### src/rtl/vga_timing_pkg.sv
// VGA timing package: 640x480@60 defaults, sync polarity constants,
// and helpers that size the beam-position counters.
package vga_timing_pkg;

  localparam int VGA_H_DISPLAY = 640;
  localparam int VGA_H_FRONT   = 16;
  localparam int VGA_H_SYNC    = 96;
  localparam int VGA_H_BACK    = 48;

  localparam int VGA_V_DISPLAY = 480;
  localparam int VGA_V_FRONT   = 10;
  localparam int VGA_V_SYNC    = 2;
  localparam int VGA_V_BACK    = 33;

  localparam logic SYNC_ACTIVE_LOW  = 1'b0;
  localparam logic SYNC_ACTIVE_HIGH = 1'b1;

  // Total counts per axis: visible + front + sync + back.
  function automatic int axis_total(
    input int disp,
    input int front,
    input int sync,
    input int back
  );
    return disp + front + sync + back;
  endfunction

  // Bits needed to hold 0..total-1 (never less than one bit).
  function automatic int axis_width(input int total);
    return (total > 2) ? $clog2(total) : 1;
  endfunction

endpackage

### src/rtl/vga_axis_counter.sv
// Wrap-at-TOTAL position counter for one VGA axis.
// Exposes the next value so callers can decode registered flags.
module vga_axis_counter
#(
  parameter int TOTAL = 800,
  parameter int W     = 10
) (
  input  logic         i_clk,
  input  logic         i_rst,
  input  logic         i_adv,
  output logic [W-1:0] o_count,
  output logic [W-1:0] o_next,
  output logic         o_at_end
);

  localparam logic [W-1:0] LAST = W'(TOTAL - 1);

  logic [W-1:0] r_count;
  logic [W-1:0] w_next;
  logic         w_at_end;

  assign w_at_end = (r_count == LAST);

  // Next position: reset wins, then advance with wrap, else hold.
  always_comb begin
    w_next = r_count;
    if (i_rst) begin
      w_next = '0;
    end else if (i_adv) begin
      w_next = w_at_end ? '0 : r_count + W'(1);
    end
  end

  // Position register.
  always_ff @(posedge i_clk) begin
    if (i_rst) begin
      r_count <= '0;
    end else begin
      r_count <= w_next;
    end
  end

  assign o_count  = r_count;
  assign o_next   = w_next;
  assign o_at_end = w_at_end;

endmodule

### src/rtl/vga_timing_gen.sv
// Parametrised VGA timing generator: pixel divider, beam position,
// registered syncs/strobes aligned with position, frame counter.
module vga_timing_gen
  import vga_timing_pkg::*;
#(
  parameter int   H_DISPLAY = VGA_H_DISPLAY,
  parameter int   H_FRONT   = VGA_H_FRONT,
  parameter int   H_SYNC    = VGA_H_SYNC,
  parameter int   H_BACK    = VGA_H_BACK,
  parameter int   V_DISPLAY = VGA_V_DISPLAY,
  parameter int   V_FRONT   = VGA_V_FRONT,
  parameter int   V_SYNC    = VGA_V_SYNC,
  parameter int   V_BACK    = VGA_V_BACK,
  parameter logic HSYNC_POL = SYNC_ACTIVE_LOW,
  parameter logic VSYNC_POL = SYNC_ACTIVE_LOW,
  parameter int   CLK_DIV   = 1,
  parameter int   FRAME_W   = 8,
  localparam int  H_TOTAL   = axis_total(H_DISPLAY, H_FRONT, H_SYNC, H_BACK),
  localparam int  V_TOTAL   = axis_total(V_DISPLAY, V_FRONT, V_SYNC, V_BACK),
  localparam int  HPOS_W    = axis_width(H_TOTAL),
  localparam int  VPOS_W    = axis_width(V_TOTAL)
) (
  input  logic               clk,
  input  logic               reset,
  output logic               pix_en,
  output logic [HPOS_W-1:0]  hpos,
  output logic [VPOS_W-1:0]  vpos,
  output logic               hsync,
  output logic               vsync,
  output logic               display_on,
  output logic               line_start,
  output logic               frame_start,
  output logic [FRAME_W-1:0] frame_count
);

  if (CLK_DIV < 1) begin : g_chk_div
    $error("vga_timing_gen: CLK_DIV must be >= 1");
  end

  if (H_FRONT < 1 || H_SYNC < 1 || H_BACK < 1) begin : g_chk_h
    $error("vga_timing_gen: H porch/sync widths must be >= 1");
  end

  if (V_FRONT < 1 || V_SYNC < 1 || V_BACK < 1) begin : g_chk_v
    $error("vga_timing_gen: V porch/sync widths must be >= 1");
  end

  localparam int DIV_W = (CLK_DIV > 1) ? $clog2(CLK_DIV) : 1;
  localparam logic [DIV_W-1:0] DIV_LAST = DIV_W'(CLK_DIV - 1);

  localparam logic [HPOS_W-1:0] H_DISP_END = HPOS_W'(H_DISPLAY);
  localparam logic [HPOS_W-1:0] HS_START   = HPOS_W'(H_DISPLAY + H_FRONT);
  localparam logic [HPOS_W-1:0] HS_END     =
    HPOS_W'(H_DISPLAY + H_FRONT + H_SYNC);

  localparam logic [VPOS_W-1:0] V_DISP_END = VPOS_W'(V_DISPLAY);
  localparam logic [VPOS_W-1:0] VS_START   = VPOS_W'(V_DISPLAY + V_FRONT);
  localparam logic [VPOS_W-1:0] VS_END     =
    VPOS_W'(V_DISPLAY + V_FRONT + V_SYNC);

  logic [DIV_W-1:0]   r_div;
  logic [DIV_W-1:0]   w_div_next;
  logic               r_pix_en;

  logic [HPOS_W-1:0]  w_h_count;
  logic [HPOS_W-1:0]  w_h_next;
  logic               w_h_at_end;
  logic [VPOS_W-1:0]  w_v_count;
  logic [VPOS_W-1:0]  w_v_next;
  logic               w_v_at_end;
  logic               w_v_adv;
  logic               w_frame_adv;

  logic               w_hs_act;
  logic               w_vs_act;
  logic               w_de;
  logic               w_ls;
  logic               w_fs;

  logic               r_hsync;
  logic               r_vsync;
  logic               r_de;
  logic               r_ls;
  logic               r_fs;
  logic [FRAME_W-1:0] r_frame;

  assign w_div_next = (r_div == DIV_LAST) ? '0 : r_div + DIV_W'(1);

  // Pixel divider; pix_en flags the cycle whose edge advances the beam.
  always_ff @(posedge clk) begin
    if (reset) begin
      r_div    <= '0;
      r_pix_en <= 1'b0;
    end else begin
      r_div    <= w_div_next;
      r_pix_en <= (w_div_next == DIV_LAST);
    end
  end

  assign w_v_adv     = r_pix_en & w_h_at_end;
  assign w_frame_adv = w_v_adv & w_v_at_end;

  vga_axis_counter #(
    .TOTAL (H_TOTAL),
    .W     (HPOS_W)
  ) u_h_cnt (
    .i_clk    (clk),
    .i_rst    (reset),
    .i_adv    (r_pix_en),
    .o_count  (w_h_count),
    .o_next   (w_h_next),
    .o_at_end (w_h_at_end)
  );

  vga_axis_counter #(
    .TOTAL (V_TOTAL),
    .W     (VPOS_W)
  ) u_v_cnt (
    .i_clk    (clk),
    .i_rst    (reset),
    .i_adv    (w_v_adv),
    .o_count  (w_v_count),
    .o_next   (w_v_next),
    .o_at_end (w_v_at_end)
  );

  assign w_hs_act = (w_h_next >= HS_START) && (w_h_next < HS_END);
  assign w_vs_act = (w_v_next >= VS_START) && (w_v_next < VS_END);
  assign w_de     = (w_h_next < H_DISP_END) && (w_v_next < V_DISP_END);
  assign w_ls     = (w_h_next == '0);
  assign w_fs     = (w_h_next == '0) && (w_v_next == '0);

  // Flags decoded from the next position so they land with it.
  always_ff @(posedge clk) begin
    if (reset) begin
      r_hsync <= ~HSYNC_POL;
      r_vsync <= ~VSYNC_POL;
      r_de    <= 1'b1;
      r_ls    <= 1'b1;
      r_fs    <= 1'b1;
    end else if (r_pix_en) begin
      r_hsync <= w_hs_act ? HSYNC_POL : ~HSYNC_POL;
      r_vsync <= w_vs_act ? VSYNC_POL : ~VSYNC_POL;
      r_de    <= w_de;
      r_ls    <= w_ls;
      r_fs    <= w_fs;
    end
  end

  // Completed-frame counter, wraps at 2^FRAME_W.
  always_ff @(posedge clk) begin
    if (reset) begin
      r_frame <= '0;
    end else if (w_frame_adv) begin
      r_frame <= r_frame + FRAME_W'(1);
    end
  end

  assign pix_en      = r_pix_en;
  assign hpos        = w_h_count;
  assign vpos        = w_v_count;
  assign hsync       = r_hsync;
  assign vsync       = r_vsync;
  assign display_on  = r_de;
  assign line_start  = r_ls;
  assign frame_start = r_fs;
  assign frame_count = r_frame;

endmodule

### config.mk
export PLATFORM = sky130hd
export DESIGN_NAME = vga_timing_gen
export DESIGN_NICKNAME = d
export VERILOG_FILES = /design/src/rtl/vga_timing_pkg.sv /design/src/rtl/vga_axis_counter.sv /design/src/rtl/vga_timing_gen.sv
export SDC_FILE = /design/constraint.sdc
export NUM_CORES = 1
export LEC_CHECK = 0
export BUFFER_PORTS_ARGS = -buffer_cell sky130_fd_sc_hd__buf_4
export CORE_ASPECT_RATIO = 1.2
export CORE_MARGIN = 1
export CORE_UTILIZATION = 50
export CTS_CLUSTER_SIZE = 8
export DETAILED_ROUTE_END_ITERATION = 16
export GPL_ROUTABILITY_DRIVEN = 0
export MAX_ROUTING_LAYER = met4
export PLACE_DENSITY_LB_ADDON = 0.05
export SETUP_SLACK_MARGIN = 0.3
export SLEW_MARGIN = 30
export SYNTH_ARGS = -nofsm -noshare
export SYNTH_HDL_FRONTEND = slang
export SYNTH_SLANG_ARGS = --single-unit
### constraint.sdc
create_clock -name clk -period 3.2 [get_ports clk]
set_input_delay 0.32 -clock clk [delete_from_list [all_inputs] [get_ports clk]]
set_output_delay 0.32 -clock clk [all_outputs]
set_load 0.1 [all_outputs]
==> summary.txt, run 1 <==
Yosys
  – Synth Area in XOR/XNOR: 6.507%
  – Mapped Area: 1884 um^2
  – Main combinational cell family by area after synthesis: simple AND/OR/NAND/NOR gates
  – Simple-Gate Fraction of Synth Area: 31.87%
  – Count of cell types in the netlist: 48
  – Mapped Cells: about 230
  – Area share of fa/ha/maj cells after synthesis: 2.656%
  – Synth Area in Compound Gates: roughly 16%
  – Post-synth top flop: dfxtp_1
  – Ys Warns: 0
  – Syn nets: 233
  – Async SR Flop Fraction: 0%
  – Post-synthesis mux area share: between 1 and 1.5%
  – Sequential area share after synthesis: 36.12%
  – Syn avg cell area: 8.301 um^2
  – Synth Register Bits: 34
  – EDFF count, synth: 0

Critical path
  – R2R setup slack: between 0.6 and 0.7 ns
  – Worst flop-to-flop path startpoint: u_v_cnt.o_count[0]
  – Crit. Startpoint: u_v_cnt.o_count[0]
  – CP Capture Type: flop
  – Crit start category: flop
  – CP Data Arrival Time: around 2.7 ns
  – CP Class: flop to flop
  – Crit path max fanout: 9
  – Reg-to-reg endpoint: frame_start
  – WP data required: around 3.4 ns
  – Worst reg-to-reg path cell count: 7

GRT
  – GR Util All Layers: roughly a quarter
  – Initial antenna violation count: 0
  – Vias in the first global route: about 1700
  – First-pass GRT wire length: 7845 um
  – Largest net degree at the start of global routing: 38
  – Grt ovf: 0

STA
  – Hold Fails Final Rpt: 0
  – Unrepaired setup endpoints after global routing: no
  – Slew Limit Fails: 0
  – Worst Skew: 0.007725 ns
  – Final setup fails: 0
  – Final min period: 2.527 ns
  – Worst slew pin tran: 0.6978 ns
  – Hold Slack: between 0.4 and 0.5 ns
  – Fin crit share: 78.96%
  – Final TNS setup: 0 ns
  – Max-slew headroom: between 50% and 60%
  – Max Clock Freq: 0.3957 GHz

Floorplan
  – Core area: approximately 3600 um^2
  – Die Y: 69.25 um
  – Initial Util: 51.86%
  – Die area: 4019 um^2
  – Ports: 36
  – Die X: 58.04 um
  – Row cnt: 24

Clock tree
  – Worst-Skew Late Latency: between 0.2 and 0.3 ns
  – Clk slew on worst S/H paths: 0.07 ns
  – # hold bufs at CTS: 0
  – CTS tree: yes
  – TritonCTS sink count: 34
  – TritonCTS buffer count: 5
  – Htree depth: 2
  – Max clock buf depth: 2
  – CTS root buf: clkbuf_8

Placement
  – Hpwl dp: approximately 3400 um
  – Area after DPL: 2181 um^2
  – Buffers on Ports: 35

Layout
  – Final Util: between 60% and 70%
  – Area grow syn2layout: 20.32%
  – ANT cells: 0
  – Share of cells above drive strength 1: 23.55%
  – Post-route cell area: 2267 um^2
  – Area of the multi-input gates: 1107 um^2
  – Reg area: between 600 and 700 um^2
  – Most common cell after layout, fill and taps aside: buf_4
  – Commonest cells after routing, fill and taps aside: 37 x buf_4, 30 x dfxtp_1, 24 x nor2_1, 13 x inv_1, 13 x nor3_1
  – # fillers: 327
  – Nets: 266

Min path
  – Hold endpoint: u_v_cnt.o_count[1]
  – Worst Hold Depth: 2
  – Min-delay src: reset
  – Min-Delay Path Class: input pin to flop

Drt
  – Via density: 5.823
  – DRT antenna net count: 0
  – Routed WL: approximately 4600 um
  – Drt pass-1 iters: 10
  – Residual DRC: 1
  – Total number of vias: about 1800
  – DR iter-0 viols: 131
  – Wirelength per Cell: approximately 15 um

Power
  – Pwr Total: 0.8593 mW
  – Worst vdd ir: ~0.00025 V
  – Static Leakage: 0.8708 nW
  – PwrDens: 379.0 nW/um^2

Run status
  – Failing checks: design-rule violations
  – Status: finished with violations

Job
  – Max-cap violations: 0
[synth_stat cells, types with 2 or more instances]
cell type,n,area share (%)
nand4_1,8,2.7
a31o_2,2,0.93
xor2_1,8,3.7
and2_1,2,0.66
nand4bb_1,4,2.4
o31ai_1,5,2.0
xnor2_1,6,2.8
o211ai_1,2,0.80
a31oi_1,4,1.3
nand2_1,12,2.4
or3_1,3,1.0
nor2b_1,5,1.7
nor4_1,6,2.0
o21ai_0,8,2.1
inv_1,13,2.6
dfxtp_1,34,36
clkbuf_1,7,1.4
nor2_1,24,4.8
a22oi_1,3,1.2
ha_1,4,2.7
mux2i_1,2,1.1
a21oi_1,8,2.1
or2_2,4,1.3
nand3_1,12,3.2
or4_1,5,2.0
nor3_1,13,3.5
buf_2,2,0.53
[where the power goes]
group,internal (mW),switching (mW),leakage (nW)
clock network,0.166,0.144,0.0431
logic,0.0258,0.0804,0.550
registers,0.431,0.0115,0.277
[worst max path at each step]
| stage | end | slack, ns | depth (start not counted) |
|---|---|---|---|
| 2_1_floorplan | display_on | 0.30 | 8 |
| 3_3_place_gp | display_on | 0.62 | 6 |
| 3_5_place_dp | vsync | 0.51 | 6 |
| 4_1_cts | vsync | 0.52 | 6 |
| 5_1_grt | frame_start | 0.44 | 6 |
| 6_report | frame_start | 0.67 | 7 |
[per-stage QoR]
stage          worst slack (ns)  instances
6_report                 0.6731        311
5_1_grt                  0.4385        311
4_1_cts                  0.5169        311
3_5_place_dp             0.5117        305
3_3_place_gp             0.6202        305
2_1_floorplan            0.3006        227
[repair_timing]
action / CTS / global route
endpoints found under the setup margin: 0 / 1
setup buffers: 0 / 0
gates resized for setup: 0 / 1
[layout make-up]
class                           instances  share of cell area [%]
Clock buffer                            6                   3.642
Inverter                               13                   2.152
Multi-Input combinational cell        169                   48.84
Sequential cell                        34                   30.24
Tap cell                               52                   2.870
Timing Repair Buffer                   37                   12.25
[critical path: stages, from the launching register on]
cell and delay (ns):
dfxtp_1 0.48, ha_1 0.26, nand3_1 0.16, nor4_1 0.60, nand3_1 0.17, mux2i_1 0.40
nand4bb_1 0.16, o31ai_1 0.23
[logic make-up after synthesis]
logic type / count (synthesis)
AND/OR/NAND/NOR: 106
adder cells (fa/ha/maj): 4
buffers and inverters: 24
multiplexers: 2
flip-flops: 34
AO/OA/AOI/OAI: 43
XOR/XNOR: 14
[flip-flops by register name, summed over array words and instances (netlist names)]
register and count:
pix_en 1, u_h_cnt.o_count 10, vsync 1, line_start 1
frame_count 8, display_on 1, hsync 1, u_v_cnt.o_count 10
frame_start 1
[layer usage]
layer	vias up	global-route usage [%]	routed length, um
li1	901	-	-
met1	839	33.65	2085
met2	53	37.55	2174
met3	18	5.224	221
met4	0	12.17	166
met5	-	-	0
(Power assumes the default switching activity.)
==> run 2: changes to the inputs <==
--- a/config.mk
+++ b/config.mk
@@ -8,7 +8,7 @@
 export BUFFER_PORTS_ARGS = -buffer_cell sky130_fd_sc_hd__buf_4
 export CORE_ASPECT_RATIO = 1.2
 export CORE_MARGIN = 1
-export CORE_UTILIZATION = 50
+export CORE_UTILIZATION = 49
 export CTS_CLUSTER_SIZE = 8
 export DETAILED_ROUTE_END_ITERATION = 16
 export GPL_ROUTABILITY_DRIVEN = 0
==> constraint.sdc (replaced) <==
create_clock -name clk -period 2.3 [get_ports clk]
set_input_delay 0.23 -clock clk [delete_from_list [all_inputs] [get_ports clk]]
set_output_delay 0.23 -clock clk [all_outputs]
set_load 0.1 [all_outputs]
==> summary.txt, run 2 (synthesis results as in run 1) <==
Critical path
  – CP Data Arrival Time: 2.42 ns
  – Worst flop-to-flop path startpoint: u_h_cnt.o_count[1]
  – Buf+Inv Stages, Crit Path: 3
  – CP Capture Type: flop
  – Cells along the critical path: ha_4, buf_4, buf_6, nand4_1, xor2_2, or2_4, inv_2, or4_4, a31oi_4, o32a_1
  – CP Class: flop to flop
  – Crit start category: flop
  – CP max stage cell: or4_4
  – Crit path max fanout: 4
  – WP data required: 2.54 ns
  – Max stage delay on crit path: 0.43 ns
  – Crit. Startpoint: u_h_cnt.o_count[1]
  – CP delay by family, top: simple AND/OR/NAND/NOR gates

Clock tree
  – Htree depth: 2
  – CTS tree: yes
  – CTS root buf: clkbuf_8
  – # hold bufs at CTS: 0
  – Worst-Skew Late Latency: between 0.2 and 0.3 ns
  – TritonCTS buffer count: 5
  – TritonCTS sink count: 34
  – Clk slew on worst S/H paths: 0.08 ns
  – Max clock buf depth: 2

Layout
  – Most common cell after layout, fill and taps aside: buf_4
  – Share of cells above drive strength 1: between 40% and 50%
  – Reg area: 737.0 um^2
  – Final Util: just under 80%
  – Area of the multi-input gates: 1354 um^2
  – Post-route cell area: about 2900 um^2
  – Fin cells: 343
  – ANT cells: 0
  – Area grow syn2layout: 52.39%
  – Commonest cells after routing, fill and taps aside: 62 x buf_4, 22 x nor2_1, 13 x dfxtp_1
  – Nets: 296
  – # fillers: 263

STA
  – Worst slew pin tran: 0.4382 ns
  – Final min period: roughly 2.2 ns
  – Worst Skew: 0.007302 ns
  – Slew Limit Fails: 0
  – Unrepaired setup endpoints after global routing: yes
  – Fin crit share: 94.73%
  – Hold Fails Final Rpt: 0
  – Final setup fails: 0
  – Final setup margin: 0.1212 ns
  – Max Clock Freq: 0.4590 GHz
  – Max-slew headroom: 70.56%
  – Hold Slack: 0.2956 ns

Floorplan
  – Ports: 36
  – Die X: between 50 and 60 um
  – Initial Util: between 50% and 60%
  – Core area: 3664 um^2
  – Row cnt: 24
  – Die Y: 69.93 um
  – Die area: 4099 um^2

GRT
  – Largest net degree at the start of global routing: 22
  – Vias in the first global route: 1839
  – GR Util All Layers: between 20% and 30%
  – Initial antenna violation count: 0
  – First-pass GRT wire length: 8673 um
  – Grt ovf: 0

Drt
  – Wirelength per Cell: ~18 um
  – Total number of vias: 2025
  – DR iter-0 viols: 128
  – Drt pass-1 iters: 4
  – Residual DRC: 0
  – Routed WL: 6025 um
  – Via density: just under 6
  – DRT antenna net count: 0

Run status
  – Status: completed

Placement
  – Hpwl dp: between 3000 and 4000 um
  – Place WS: 0.04519 ns
  – Cells after DPL: ~320
  – Area after DPL: 2326 um^2
  – Buffers on Ports: 35

Power
  – PwrDens: 490.9 nW/um^2
  – Worst vdd ir: 0.0003143 V
  – Static Leakage: 1.130 nW

Job
  – Max-cap violations: 0

Min path
  – Min-delay src: reset
  – Min-Delay Path Class: input pin to flop
[run 2: changes by cell type in the layout (fill, tap and decap cells not counted), sizes merged]
cell,before,now
bufinv,0,1
buf,37,67
clkinv,0,1
[run 2: area by class of cell]
cell class	instances	share of cell area [%]
multi-input cells	169	47.15
flip-flops and latches	34	25.66
repair buffers	67	18.61
clock buffers	6	3.268
well taps	52	2.266
inverters	13	1.699
clock inverters	2	1.351
[run 2: timing repair]
item / in CTS / in global routing
buffers inserted: 12 / 8
endpoints found under the setup margin: 13 / 11
pin swaps: 13 / 17
gates cloned: 0 / 0
resized for setup: 19 / 29
[run 2: path summary, 6_finish.rpt]
path	endpoint	slack, ns	cells past startpoint
worst min register to register	display_on	0.51	2
worst max-delay path	hsync	0.12	10
worst max register to register	hsync	0.12	10
worst min-delay path	u_h_cnt.o_count[2]	0.30	2
[run 2: routing by layer]
layer | vias up | wire (um) | GRT usage [%] | part of all wire, %
li1 | 962 | - | - | -
met1 | 944 | 2406 | 32.67 | 40
met2 | 92 | 3056 | 46.36 | 51
met3 | 27 | 289 | 5.370 | 4.8
met4 | 0 | 272 | 15.08 | 4.5
met5 | - | 0 | - | 0
[run 2: stage by stage]
step	total power [mW]	TNS, ns
finish	1.410	0
global route	1.457	0
CTS	1.409	0
detailed placement	0.7751	0
global placement	0.7736	0
floorplan	0.7383	-0.2291
[run 2: where the power goes]
group	leakage (nW)	total (mW)	internal [mW]	switching, mW
registers	0.289	0.604	0.588	0.0160
clock network	0.0665	0.628	0.391	0.237
logic	0.775	0.177	0.0519	0.125
==> run 3: changes to the inputs <==
--- a/config.mk
+++ b/config.mk
@@ -5,13 +5,15 @@
 export SDC_FILE = /design/constraint.sdc
 export NUM_CORES = 1
 export LEC_CHECK = 0
+export ABC_AREA = 1
 export BUFFER_PORTS_ARGS = -buffer_cell sky130_fd_sc_hd__buf_4
 export CORE_ASPECT_RATIO = 1.2
 export CORE_MARGIN = 1
-export CORE_UTILIZATION = 49
+export CORE_UTILIZATION = 50
 export CTS_CLUSTER_SIZE = 8
 export DETAILED_ROUTE_END_ITERATION = 16
 export GPL_ROUTABILITY_DRIVEN = 0
+export GPL_TIMING_DRIVEN = 1
 export MAX_ROUTING_LAYER = met4
 export PLACE_DENSITY_LB_ADDON = 0.05
 export SETUP_SLACK_MARGIN = 0.3
==> summary.txt, run 3 <==
GRT
  – Largest net degree at the start of global routing: 19
  – Initial antenna violation count: 0
  – Vias in the first global route: 1731
  – Grt ovf: 0
  – GR Util All Layers: about a quarter
  – First-pass GRT wire length: approximately 7300 um

Critical path
  – CP Class: flop to flop
  – CP Data Arrival Time: 2.09 ns
  – CP delay by family, top: simple AND/OR/NAND/NOR gates
  – WP data required: 2.52 ns
  – Buf+Inv Stages, Crit Path: 0
  – Cells along the critical path: ha_1, nand2_1, nor2_4, nand3_4, nand2_4, nor2_1, nor2_1, nand2_1, nor2_1, nand2_1, o21bai_2
  – CP Capture Type: flop
  – CP max stage cell: dfxtp_4
  – Crit start category: flop
  – Crit path max fanout: 8
  – Max stage delay on crit path: 0.37 ns

Yosys
  – Most frequent cells after synthesis: 94 x nand2_1, 50 x inv_1, 34 x dfxtp_1, 34 x nor2_1, 28 x nand3_1
  – EDFF count, synth: 0
  – Count of cell types in the netlist: 27
  – Mapped Cells: just over 300
  – Mapped Area: between 1500 and 2000 um^2
  – Syn nets: 311
  – Synth Register Bits: 34
  – Ys Warns: 0
  – Sequential area share after synthesis: 34.30%
  – Syn avg cell area: 6.506 um^2
  – Most frequent cell after synthesis: nand2_1
  – Post-synth top flop: dfxtp_1
  – Synth top area cells: dfxtp_1 34%, nand2_1 18%, inv_1 9.5%
  – Area share of the leading cell type in the synthesized netlist: 34.30%
  – Area leader, netlist: dfxtp_1
  – Async SR Flop Fraction: 0%

Power
  – Clock power frac: 37.3%
  – NetSw: 0.3395 mW
  – PwrDens: 499.9 nW/um^2
  – Pint: approximately 0.87 mW
  – Sequential group share of total power: approximately half
  – Static Leakage: 1.275 nW
  – Worst vdd ir: 0.0004949 V
  – Sw frac: between 20% and 30%
  – Logic pwr share: about an eighth

Clock tree
  – CTS root buf: clkbuf_8
  – Clk slew on worst S/H paths: ~0.07 ns
  – Postcts setup bufs: 0
  – TritonCTS buffer count: 5
  – Htree depth: 2
  – TritonCTS sink count: 34
  – CTS tree: yes
  – Worst-Skew Late Latency: 0.29 ns
  – Max clock buf depth: 2

STA
  – Hold Slack: 0.1928 ns
  – Fin crit share: between 80% and 90%
  – Final min period: 1.871 ns
  – Final setup margin: 0.4285 ns
  – Slew Limit Fails: 0
  – Final TNS setup: 0 ns
  – Worst Skew: ~0.0084 ns
  – Worst slew pin tran: 0.3485 ns
  – Max Clock Freq: 0.5343 GHz
  – Final setup fails: 0
  – Unrepaired setup endpoints after global routing: no
  – Max-slew headroom: 76.59%
  – Hold Fails Final Rpt: 0

Drt
  – Residual DRC: 0
  – DR iter-0 viols: 74
  – Drt pass-1 iters: 5
  – Via density: around 5.0
  – Wirelength per Cell: 11.39 um
  – DRT antenna net count: 0
  – Total number of vias: 1966
  – Routed WL: 4512 um

Layout
  – Area grow syn2layout: 22.26%
  – # fillers: roughly 360
  – Share of cells above drive strength 1: between 20% and 30%
  – Nets: 349
  – Post-route cell area: 2426 um^2
  – Commonest cells after routing, fill and taps aside: 94 x nand2_1, 50 x inv_1, 36 x buf_4, 34 x nor2_1, 28 x nand3_1
  – Most common cell after layout, fill and taps aside: nand2_1
  – ANT cells: 0

Placement
  – Place WS: 0.4051 ns
  – Buffers on Ports: 35
  – Hpwl dp: ~3400 um
  – Area after DPL: 2326 um^2

Job
  – Max-cap violations: 0

Floorplan
  – Initial Util: 53.29%
  – Die X: 59.51 um
  – Ports: 36
  – Die area: 4226 um^2
  – Die Y: around 71 um
  – Core area: 3724 um^2
  – Row cnt: 24

Min path
  – Min-Delay Path Class: input pin to flop

Run status
  – Status: completed
-- run 3: cell count changes in the layout (fill, tap and decap cells not counted), sizes merged, moves of 8 or more --
| cell | previous run | this run |
|---|---|---|
| buf | 67 | 36 |
| inv | 13 | 51 |
| nor4 | 8 | 0 |
| nor2 | 24 | 45 |
| nand2 | 13 | 96 |
| nor3 | 14 | 2 |
| nand3 | 13 | 31 |
-- run 3: cell families (layout without fill, tap and decap cells) --
| group | count (synthesis) | after routing | synth area share [%] |
|---|---|---|---|
| compound gates | 24 | 24 | 7.251 |
| buf+inv | 56 | 95 | 11.03 |
| fa+ha+maj | 4 | 4 | 2.522 |
| flops | 34 | 34 | 34.30 |
| simple gates | 182 | 182 | 42.69 |
| xor+xnor | 5 | 5 | 2.207 |
-- run 3: final cells by class --
cell class	instances	area [um^2]	share of cell area [%]
repair buffers	36	270.3	11.14
clock inverters	1	5.005	0.2063
flip-flops and latches	34	714.4	29.45
multi-input cells	215	1094	45.07
well taps	52	65.06	2.682
inverters	51	191.4	7.891
clock buffers	7	86.33	3.559
-- run 3: worst paths after layout --
| check | slack, ns | cells after the start | endpoint | start |
|---|---|---|---|---|
| setup / recovery | 0.43 | 11 | frame_start | u_h_cnt.o_count[0] |
| hold / removal | 0.19 | 2 | frame_count[7] | reset |
| setup reg to reg | 0.43 | 11 | frame_start | u_h_cnt.o_count[0] |
| hold reg to reg | 0.48 | 2 | hsync | hsync |
-- run 3: routing by layer --
metal	vias up	wire (um)	track usage (%)
met2	55	2233	39.58
met5	-	0	-
met1	876	1996	26.54
met4	0	86	8.786
li1	1026	-	-
met3	9	196	4.388
-- run 3: timing repair --
item                                    in CTS  in global routing
hold buffers                                 0                  0
hold endpoints to repair                     0                  0
endpoints found under the setup margin       0                  2
gates resized for setup                      0                  1
-- run 3: metrics by stage --
stage	util, %	std cells	total power [mW]
CTS	64.92	396	1.220
detailed placement	62.47	388	0.7728
global route	65.15	396	1.256
global placement	62.47	388	0.7719
floorplan	-	305	0.7425
finish	65.15	396	1.213
-- run 3: power groups by stage --
stage	Sequential (mW)	Clock, mW	Combinational, mW
after floorplan	0.695	0	0.0476
after global placement	0.625	0	0.147
after detailed placement	0.624	0	0.148
after CTS	0.611	0.460	0.148
after global routing	0.613	0.487	0.156
final	0.612	0.453	0.148
